--- config.mk ---
export PLATFORM = sky130hd
export DESIGN_NAME = id_ex_operand_stage
export DESIGN_NICKNAME = d
export VERILOG_FILES = /design/src/rtl/id_ex_operand_stage.sv
export SDC_FILE = /design/constraint.sdc
export NUM_CORES = 1
export LEC_CHECK = 0
export CORE_MARGIN = 1.5
export CORE_UTILIZATION = 25
export CTS_CLUSTER_SIZE = 24
export DETAILED_ROUTE_END_ITERATION = 12
export GPL_ROUTABILITY_DRIVEN = 0
export HOLD_SLACK_MARGIN = 0.1
export SETUP_SLACK_MARGIN = 0.05
export SLEW_MARGIN = 20
export SYNTH_ARGS = -nofsm -noshare
export SYNTH_HDL_FRONTEND = slang
export SYNTH_SLANG_ARGS = --single-unit
export TNS_END_PERCENT = 20
--- constraint.sdc ---
create_clock -name clk -period 3.2 [get_ports clk]
set_input_delay 0.96 -clock clk [delete_from_list [all_inputs] [get_ports clk]]
set_output_delay 0.96 -clock clk [all_outputs]
set_load 0.01 [all_outputs]
--- src/rtl/id_ex_operand_stage.sv ---
// id_ex_operand_stage: ID/EX register with load-use stall detection and EX/MEM, MEM/WB operand forwarding.
module id_ex_operand_stage #(
  parameter int DATA_WIDTH     = 32,
  parameter int REG_ADDR_WIDTH = 5
) (
  input  logic                      clk,
  input  logic                      reset,
  input  logic                      id_valid,
  input  logic [3:0]                id_alu_operation,
  input  logic [REG_ADDR_WIDTH-1:0] id_rs_addr,
  input  logic [REG_ADDR_WIDTH-1:0] id_rt_addr,
  input  logic [REG_ADDR_WIDTH-1:0] id_rd_addr,
  input  logic [DATA_WIDTH-1:0]     id_rs_data,
  input  logic [DATA_WIDTH-1:0]     id_rt_data,
  input  logic [DATA_WIDTH-1:0]     id_imm,
  input  logic [4:0]                id_shamt,
  input  logic                      id_alu_src,
  input  logic                      id_reg_write,
  input  logic                      id_mem_read,
  input  logic                      flush,
  input  logic                      exmem_reg_write,
  input  logic [REG_ADDR_WIDTH-1:0] exmem_rd,
  input  logic [DATA_WIDTH-1:0]     exmem_result,
  input  logic                      memwb_reg_write,
  input  logic [REG_ADDR_WIDTH-1:0] memwb_rd,
  input  logic [DATA_WIDTH-1:0]     memwb_result,
  output logic                      stall_id,
  output logic                      ex_valid,
  output logic [3:0]                alu_operation,
  output logic [DATA_WIDTH-1:0]     alu_rs,
  output logic [DATA_WIDTH-1:0]     alu_a,
  output logic [DATA_WIDTH-1:0]     alu_b,
  output logic [4:0]                alu_shamt,
  output logic [REG_ADDR_WIDTH-1:0] ex_rd,
  output logic                      ex_reg_write,
  output logic                      ex_mem_read
);
  localparam logic [3:0] OP_SLL = 4'd6, OP_SRL = 4'd7, OP_BRANCH = 4'd8;
  logic                      valid_q, alu_src_q, reg_write_q, mem_read_q;
  logic [3:0]                op_q;
  logic [REG_ADDR_WIDTH-1:0] rs_addr_q, rt_addr_q, rd_q;
  logic [DATA_WIDTH-1:0]     rs_data_q, rt_data_q, imm_q;
  logic [4:0]                shamt_q;
  logic                      id_rt_used, rt_on_a;
  logic [DATA_WIDTH-1:0]     fwd_rs, fwd_rt;
  // Shifts and branches read rt even when alu_src selects the immediate for B.
  assign id_rt_used = !id_alu_src || id_alu_operation == OP_SLL || id_alu_operation == OP_SRL ||
                      id_alu_operation == OP_BRANCH;
  assign stall_id = id_valid && ex_mem_read && rd_q != '0 &&
                    (rd_q == id_rs_addr || (rd_q == id_rt_addr && id_rt_used));
  always_ff @(posedge clk) begin
    if (reset || flush || stall_id) begin
      valid_q     <= 1'b0;
      op_q        <= '0;
      rs_addr_q   <= '0;
      rt_addr_q   <= '0;
      rd_q        <= '0;
      rs_data_q   <= '0;
      rt_data_q   <= '0;
      imm_q       <= '0;
      shamt_q     <= '0;
      alu_src_q   <= 1'b0;
      reg_write_q <= 1'b0;
      mem_read_q  <= 1'b0;
    end else begin
      valid_q     <= id_valid;
      op_q        <= id_alu_operation;
      rs_addr_q   <= id_rs_addr;
      rt_addr_q   <= id_rt_addr;
      rd_q        <= id_rd_addr;
      rs_data_q   <= id_rs_data;
      rt_data_q   <= id_rt_data;
      imm_q       <= id_imm;
      shamt_q     <= id_shamt;
      alu_src_q   <= id_alu_src;
      reg_write_q <= id_reg_write;
      mem_read_q  <= id_mem_read;
    end
  end
  // EX/MEM is younger than MEM/WB, so it wins; r0 is hardwired and never forwarded.
  assign fwd_rs = (rs_addr_q != '0 && exmem_reg_write && exmem_rd == rs_addr_q) ? exmem_result :
                  (rs_addr_q != '0 && memwb_reg_write && memwb_rd == rs_addr_q) ? memwb_result : rs_data_q;
  assign fwd_rt = (rt_addr_q != '0 && exmem_reg_write && exmem_rd == rt_addr_q) ? exmem_result :
                  (rt_addr_q != '0 && memwb_reg_write && memwb_rd == rt_addr_q) ? memwb_result : rt_data_q;
  assign rt_on_a       = op_q == OP_SLL || op_q == OP_SRL || op_q == OP_BRANCH;
  assign alu_rs        = fwd_rs;
  assign alu_a         = rt_on_a ? fwd_rt : fwd_rs;
  assign alu_b         = alu_src_q ? imm_q : fwd_rt;
  assign alu_shamt     = shamt_q;
  assign alu_operation = op_q;
  assign ex_valid      = valid_q;
  assign ex_rd         = rd_q;
  assign ex_reg_write  = valid_q && reg_write_q;
  assign ex_mem_read   = valid_q && mem_read_q;
endmodule

==> results of run 1 <==
[worst reg2reg max path, delay by kind of cell, from the launching register on]
family / cells / cell delay (ns)
flip-flops: 1 / 0.36
AO/OA/AOI/OAI: 2 / 0.63
buffers and inverters: 1 / 0.22
AND/OR/NAND/NOR: 2 / 0.39
XOR/XNOR: 1 / 0.19
[metrics by stage]
| step | area, sq um | setup WS (ns) |
|---|---|---|
| floorplan | 6850 | -0.121 |
| global placement | 11400 | -1.32 |
| detailed placement | 11400 | -1.34 |
| CTS | 12400 | -0.654 |
| global route | 12700 | -0.704 |
| finish | 12700 | -0.595 |
[registers in the layout, indices dropped and copies added, names as in the netlist]
name           cells
alu_operation      4
alu_shamt          5
alu_src_q          1
ex_rd              5
ex_valid           1
imm_q             32
mem_read_q         1
reg_write_q        1
rs_addr_q          5
rs_data_q         32
rt_addr_q          5
rt_data_q         32
[cell families after synthesis]
kind of cell / synth area share, %
flops: 38.2
compound gates: 22.4
xor+xnor: 4.04
buf+inv: 6.08
simple gates: 29.2
[Yosys cell counts (2+ instances only)]
| cell type | count | area share, % |
|---|---|---|
| a211oi_1 | 2 | 0.23 |
| a221oi_1 | 24 | 3.2 |
| a221oi_2 | 8 | 1.8 |
| a31oi_1 | 30 | 2.9 |
| and2_1 | 126 | 12 |
| buf_2 | 17 | 1.3 |
| buf_4 | 4 | 0.46 |
| buf_6 | 8 | 1.4 |
| clkbuf_1 | 47 | 2.7 |
| clkbuf_2 | 2 | 0.15 |
| dfxtp_1 | 124 | 38 |
| nand2_1 | 97 | 5.6 |
| nand4_1 | 2 | 0.19 |
| nor2_1 | 76 | 4.4 |
| nor3_1 | 33 | 2.5 |
| nor4_1 | 31 | 3.0 |
| o211ai_1 | 2 | 0.23 |
| o211ai_2 | 2 | 0.38 |
| o21a_1 | 3 | 0.35 |
| o21ai_0 | 63 | 4.9 |
| o2bb2ai_1 | 30 | 4.0 |
| o31ai_1 | 32 | 3.7 |
| o32ai_1 | 2 | 0.27 |
| or2_1 | 2 | 0.19 |
| or4_1 | 2 | 0.23 |
| xnor2_1 | 12 | 1.6 |
| xor2_1 | 18 | 2.4 |
[worst max-delay path by stage]
stage	slack, ns	endpoint
after floorplan	-0.12	alu_a[18]
after global placement	-1.32	alu_a[26]
after CTS	-0.65	alu_rs[31]
after detailed placement	-1.34	alu_a[26]
final	-0.59	alu_rs[11]
after global routing	-0.70	alu_b[12]
[final cells by class]
cell class / count / area [sq um] / area share (%)
Tap cell: 330 / 413 / 3.24
Antenna cell: 3 / 7.51 / 0.0589
Clock buffer: 20 / 467 / 3.66
Timing Repair Buffer: 487 / 4530 / 35.6
Clock inverter: 12 / 136 / 1.07
Multi-Input combinational cell: 607 / 4700 / 36.9
Sequential cell: 124 / 2490 / 19.5
[metal layers]
layer  global-route usage [%]  share of wire [%]
met4                     9.46                2.4
met5                        0                  0
met2                     37.0                 48
met3                     4.82                6.1
met1                     29.2                 43
[layout by cell type, fill, tap and decap left out, types with 15 or more instances in the layout]
cell and count:
nor4_1 29, nor2_1 74, buf_12 29, nand2_1 97, o2bb2ai_1 20, and2_1 126, buf_2 72, buf_4 129
a31oi_2 19, o31ai_2 27, dfxtp_1 123, o21ai_2 23, a221oi_2 15, clkbuf_16 17, nor3_1 32, o21ai_0 29
a221oi_4 16, clkdlybuf4s50_1 207, buf_6 27
[power by group through the flow]
stage                     Combinational, W  Clock, W  Sequential (W)
after floorplan                   0.000386         0         0.00166
after global placement             0.00106         0         0.00167
after detailed placement           0.00107         0         0.00167
after CTS                          0.00108   0.00206         0.00164
after global routing               0.00119   0.00214         0.00165
final                              0.00112   0.00201         0.00164
[repair_timing]
action	in CTS	in global routing
gates cloned	4	0
setup buffers	16	20
resized for setup	492	70
pin swaps	73	37
endpoints found under the setup margin	97	97
==> results.py, run 1 <==
metrics = {
    "power_and_ir_drop": {
        "p_sw_w": 0.00133,
        "p_int_w": 0.00344,
        "power_w": 0.00477,
        "power_density_nw_per_um2": 374,
        "ir_drop_mv": 0.246,
        "p_seq_share_pct": 34.4,
        "comb_power_share_pct": 23.4,
        "power.leakage_nw": 5.03,
        "switching_share_pct": 27.9,
        "power_frac_clock_pct": 42.2,
    },
    "setup_path": {
        "crit_cells": 9,
        "r2r_cells": 6,
        "rrSetupSlack_ns": 1.31,
        "path_buf_inv": 5,
        "path_delay_family": "buffers and inverters",
        "critPathLaunchType": "input pin",
        "reg2reg_to": "rs_data_q[9]$_SDFF_PP0_",
        "crit_path_max_incr_delay_ns": 0.62,
        "cp.required_ns": 2.24,
        "cp_max_fo": 8,
        "crit_top_cell": "buf_6",
        "cp-end-kind": "output port",
        "critPathSlowestCell": "or4b_4",
        "worstSetupStartpoint": "memwb_rd[1]",
        "worstSetupPathType": "in2out",
        "crit_arrival_ns": 2.83,
        "r2r-start": "ex_rd[0]$_SDFF_PP0_",
        "cp_cell_sequence": "buf_6 > buf_6 > xor2_4 > or4b_4 > buf_12 > o21ai_2 > a31oi_2 > buf_4 > dlygate4sd2_1",
    },
    "logic_synthesis": {
        "ys_types": 37,
        "syn_avg_cell_area_sq_um": 8.03,
        "ys_warn_count": 0,
        "synth-edff-count": 0,
        "yosys_register_bits": 124,
        "ys_seq_area_share_pct": 38.2,
        "synth_area_sq_um": 6500,
        "synthCells": 809,
        "syn_nets": 1012,
        "ys.flop_type": "dfxtp_1",
        "async_reset_ff_share_pct": 0,
    },
    "timing": {
        "slew_violations": 0,
        "tightest_slew_ns": 0.438,
        "period_share_pct": 119,
        "setup_slack_ns": -0.595,
        "hold_viol": 0,
        "clock-skew-final_ns": 0.00631,
        "slew_headroom_pct": 70.7,
        "tns_ns": -42.50,
        "hold_slack_ns": 1.10,
        "setup_viol": 97,
        "grt_setup_unrepaired": "yes",
        "fmax_ghz": 0.264,
        "min_period_ns": 3.79,
    },
    "routing": {
        "drt_iter0_drc": 538,
        "dr.pass1.iters": 5,
        "via_count": 7829,
        "routed_wl_mm": 31.2,
        "drc": 0,
        "wl_per_cell_microns": 19.7,
        "vias_per_cell": 4.95,
        "antenna_left": 0,
    },
    "clock_network": {
        "cts_buffers": 17,
        "clock-sinks": 124,
        "cts_root_buffer": "clkbuf_16",
        "h-tree-depth": 4,
        "ctsHoldBuffers": 0,
        "tritoncts": "done",
        "path_clk_slew_ns": 0.06,
        "cts_max_path_buffers": 2,
        "clk-insertion-delay-late_ns": 0.41,
    },
    "global_routing": {
        "antenna_found_initial": 5,
        "grt_pass1_vias": 7832,
        "grt_overflow": 0,
        "grt_usage_pct": 22.8,
        "grt_pass1_wl_mm": 45.9,
        "grt_max_degree": 65,
    },
    "die": {
        "die_y_microns": 164,
        "initial_utilization_pct": 25.7,
        "core_area_sq_um": 25300,
        "die_x_microns": 164,
        "rows": 58,
        "die_area_sq_um": 27000,
        "io_pins": 317,
    },
    "layout": {
        "drive_gt1_share_pct": 36.0,
        "fin_cells": 1583,
        "areaGrowthSynthToFinish_pct": 96.0,
        "final_util_pct": 50.3,
        "fillCellCount": 2457,
        "layout.nets": 1440,
    },
    "placement": {
        "dp.cells": 1515,
        "portBuffers": 316,
        "dpl.hpwl_mm": 21.7,
    },
    "min_path": {
        "min_to": "rs_data_q[26]$_SDFF_PP0_",
        "hp-start": "id_rs_data[26]",
        "hp-class": "in2reg",
        "whs_path_depth": 2,
    },
    "outcome": {
        "status": "finished, violations left",
        "failed_checks": "negative setup slack",
    },
    "run": {
        "max-cap-violations": 0,
    },
}
Power figures use the tool's default switching activity.
==> inputs of run 2 (changes only) <==
--- a/config.mk
+++ b/config.mk
@@ -11,6 +11,7 @@
 export DETAILED_ROUTE_END_ITERATION = 12
 export GPL_ROUTABILITY_DRIVEN = 0
 export HOLD_SLACK_MARGIN = 0.1
+export PLACE_DENSITY = 0.56
 export SETUP_SLACK_MARGIN = 0.05
 export SLEW_MARGIN = 20
 export SYNTH_ARGS = -nofsm -noshare
==> run 2 against run 1 <==
  * Clock skew increased by 0.0030 ns
  * Critical endpoint is now alu_a[30]
  * Flip-flop and latch count unchanged
  * Die area unchanged
  * Via count decreased by 2.0%
  * Non-clock buffer count decreased by 17
  * Critical path type unchanged
  * Fmax decreased by 0.94%
  * Count of clock-buffer cells in the layout unchanged
  * The flow still finishes with violations (negative setup slack)
  * Largest cell class unchanged
==> results.py, run 2 (synthesis results as in run 1) <==
metrics = {
    "outcome": {
        "status": "finished, violations left",
        "failed_checks": "negative setup slack",
    },
    "setup_path": {
        "crit_arrival_ns": 2.87,
        "worstSetupPathType": "in2out",
        "cp.required_ns": 2.24,
        "path_delay_family": "simple AND/OR/NAND/NOR gates",
        "crit_top_cell": "buf_6",
        "critPathSlowestCell": "or4b_4",
        "critPathLaunchType": "input pin",
        "cp_cell_sequence": "buf_8 > buf_6 > xor2_4 > or4b_4 > buf_12 > buf_6 > o21ai_4 > a31oi_4 > o2bb2ai_2 > buf_6",
        "cp_max_fo": 8,
        "path_buf_inv": 5,
        "cp-end-kind": "output port",
        "crit_path_max_incr_delay_ns": 0.67,
    },
    "power_and_ir_drop": {
        "p_int_w": 0.00363,
        "p_seq_share_pct": 33.6,
        "power_density_nw_per_um2": 388,
        "power_frac_clock_pct": 44.1,
        "ir_drop_mv": 0.230,
        "power.leakage_nw": 4.98,
        "comb_power_share_pct": 22.3,
        "switching_share_pct": 26.0,
        "p_sw_w": 0.00127,
    },
    "layout": {
        "final_common_cell": "clkdlybuf4s50_1",
        "largestRegisters": "imm_q (32), rs_data_q (32), rt_data_q (32)",
        "fillCellCount": 2443,
        "drive_gt1_share_pct": 35.1,
        "fin_cells": 1560,
        "antenna_cells": 0,
        "layout.nets": 1422,
        "final_util_pct": 49.9,
        "areaGrowthSynthToFinish_pct": 94.6,
        "layout_common_cells": "clkdlybuf4s50_1, and2_1, buf_4, dfxtp_1, nand2_1",
    },
    "routing": {
        "drt_iter0_drc": 336,
        "dr.pass1.iters": 5,
        "routed_wl_mm": 31.0,
        "via_count": 7673,
        "vias_per_cell": 4.92,
        "wl_per_cell_microns": 19.9,
        "drc": 0,
        "antenna_left": 0,
    },
    "die": {
        "die_x_microns": 164,
        "io_pins": 317,
        "core_area_sq_um": 25300,
        "initial_utilization_pct": 25.7,
        "rows": 58,
        "die_y_microns": 164,
        "die_area_sq_um": 27000,
    },
    "global_routing": {
        "grt_pass1_vias": 7827,
        "antenna_found_initial": 1,
        "grt_usage_pct": 22.8,
        "grt_pass1_wl_mm": 45.7,
        "grt_overflow": 0,
        "grt_max_degree": 88,
    },
    "clock_network": {
        "path_clk_slew_ns": 0.06,
        "clock-sinks": 124,
        "cts_root_buffer": "clkbuf_16",
        "cts_buffers": 17,
        "tritoncts": "done",
        "cts_max_path_buffers": 2,
        "ctsHoldBuffers": 0,
        "clk-insertion-delay-late_ns": 0.41,
        "h-tree-depth": 4,
    },
    "placement": {
        "dpl.hpwl_mm": 21.6,
        "portBuffers": 316,
        "dp.cells": 1500,
    },
    "timing": {
        "setup_slack_ns": -0.631,
        "hold_viol": 0,
        "fmax_ghz": 0.261,
        "clock-skew-final_ns": 0.00931,
        "slew_violations": 0,
        "grt_setup_unrepaired": "yes",
        "slew_headroom_pct": 68.1,
        "period_share_pct": 120,
        "tightest_slew_ns": 0.479,
        "setup_viol": 97,
        "min_period_ns": 3.83,
    },
    "run": {
        "max-cap-violations": 0,
    },
    "min_path": {
        "hp-class": "in2reg",
    },
}
-- run 2: power by group through the flow --
| stage | clock (W) | combinational (W) | sequential (W) |
|---|---|---|---|
| detailed placement | 0 | 0.00104 | 0.00167 |
| global route | 0.00229 | 0.00116 | 0.00165 |
| CTS | 0.00222 | 0.00106 | 0.00165 |
| global placement | 0 | 0.00103 | 0.00167 |
| finish | 0.00216 | 0.00109 | 0.00165 |
| floorplan | 0 | 0.000386 | 0.00166 |
-- run 2: timing repair --
action / 4_1_cts / 5_1_grt
endpoints found under the setup margin: 97 / 97
resized for setup: 431 / 112
cloned: 6 / 1
pin swaps: 67 / 53
buffers inserted: 13 / 17
endpoints found under the hold margin: 0 / 0
-- run 2: worst paths after layout --
kind                                     startpoint                        to  slack (ns)  depth (start not counted)
worst min-delay path                     id_imm[28]      imm_q[28]$_SDFF_PP0_        1.10                          2
worst min register to register  ex_rd[0]$_SDFF_PP0_  rs_data_q[30]$_SDFF_PP0_        1.22                          4
worst max register to register  ex_rd[3]$_SDFF_PP0_       imm_q[7]$_SDFF_PP0_        1.24                          7
worst max-delay path                    memwb_rd[1]                 alu_a[30]       -0.63                         10
-- run 2: area by class of cell --
type | instances | area (sq um) | area share (%)
clock buffers | 20 | 457 | 3.61
clock inverters | 10 | 190 | 1.50
multi-input cells | 606 | 4790 | 37.9
flip-flops and latches | 124 | 2490 | 19.7
well taps | 330 | 413 | 3.27
repair buffers | 470 | 4300 | 34.0
-- run 2: per-stage QoR --
stage                     hold WS (ns)  worst slack (ns)  setup TNS (ns)  total power, W  cell area [sq um]
after floorplan                   1.06            -0.121           -5.09         0.00205               6850
after global placement            1.23             -1.37         -130.69         0.00270              11300
after detailed placement          1.23             -1.37         -132.57         0.00271              11300
after CTS                         1.08            -0.777          -55.88         0.00492              12400
after global routing              1.09            -0.691          -54.79         0.00511              12600
final                             1.10            -0.631          -47.99         0.00490              12600
-- run 2: routing by layer --
metal	GRT usage (%)	vias to the layer above	part of all wire [%]	wire length, microns
met5	0	-	0.039	12
met4	8.97	2	3.2	977
met3	6.21	61	7.7	2380
met2	38.9	313	48	14800
met1	27.1	3602	41	12900
li1	-	3695	-	-
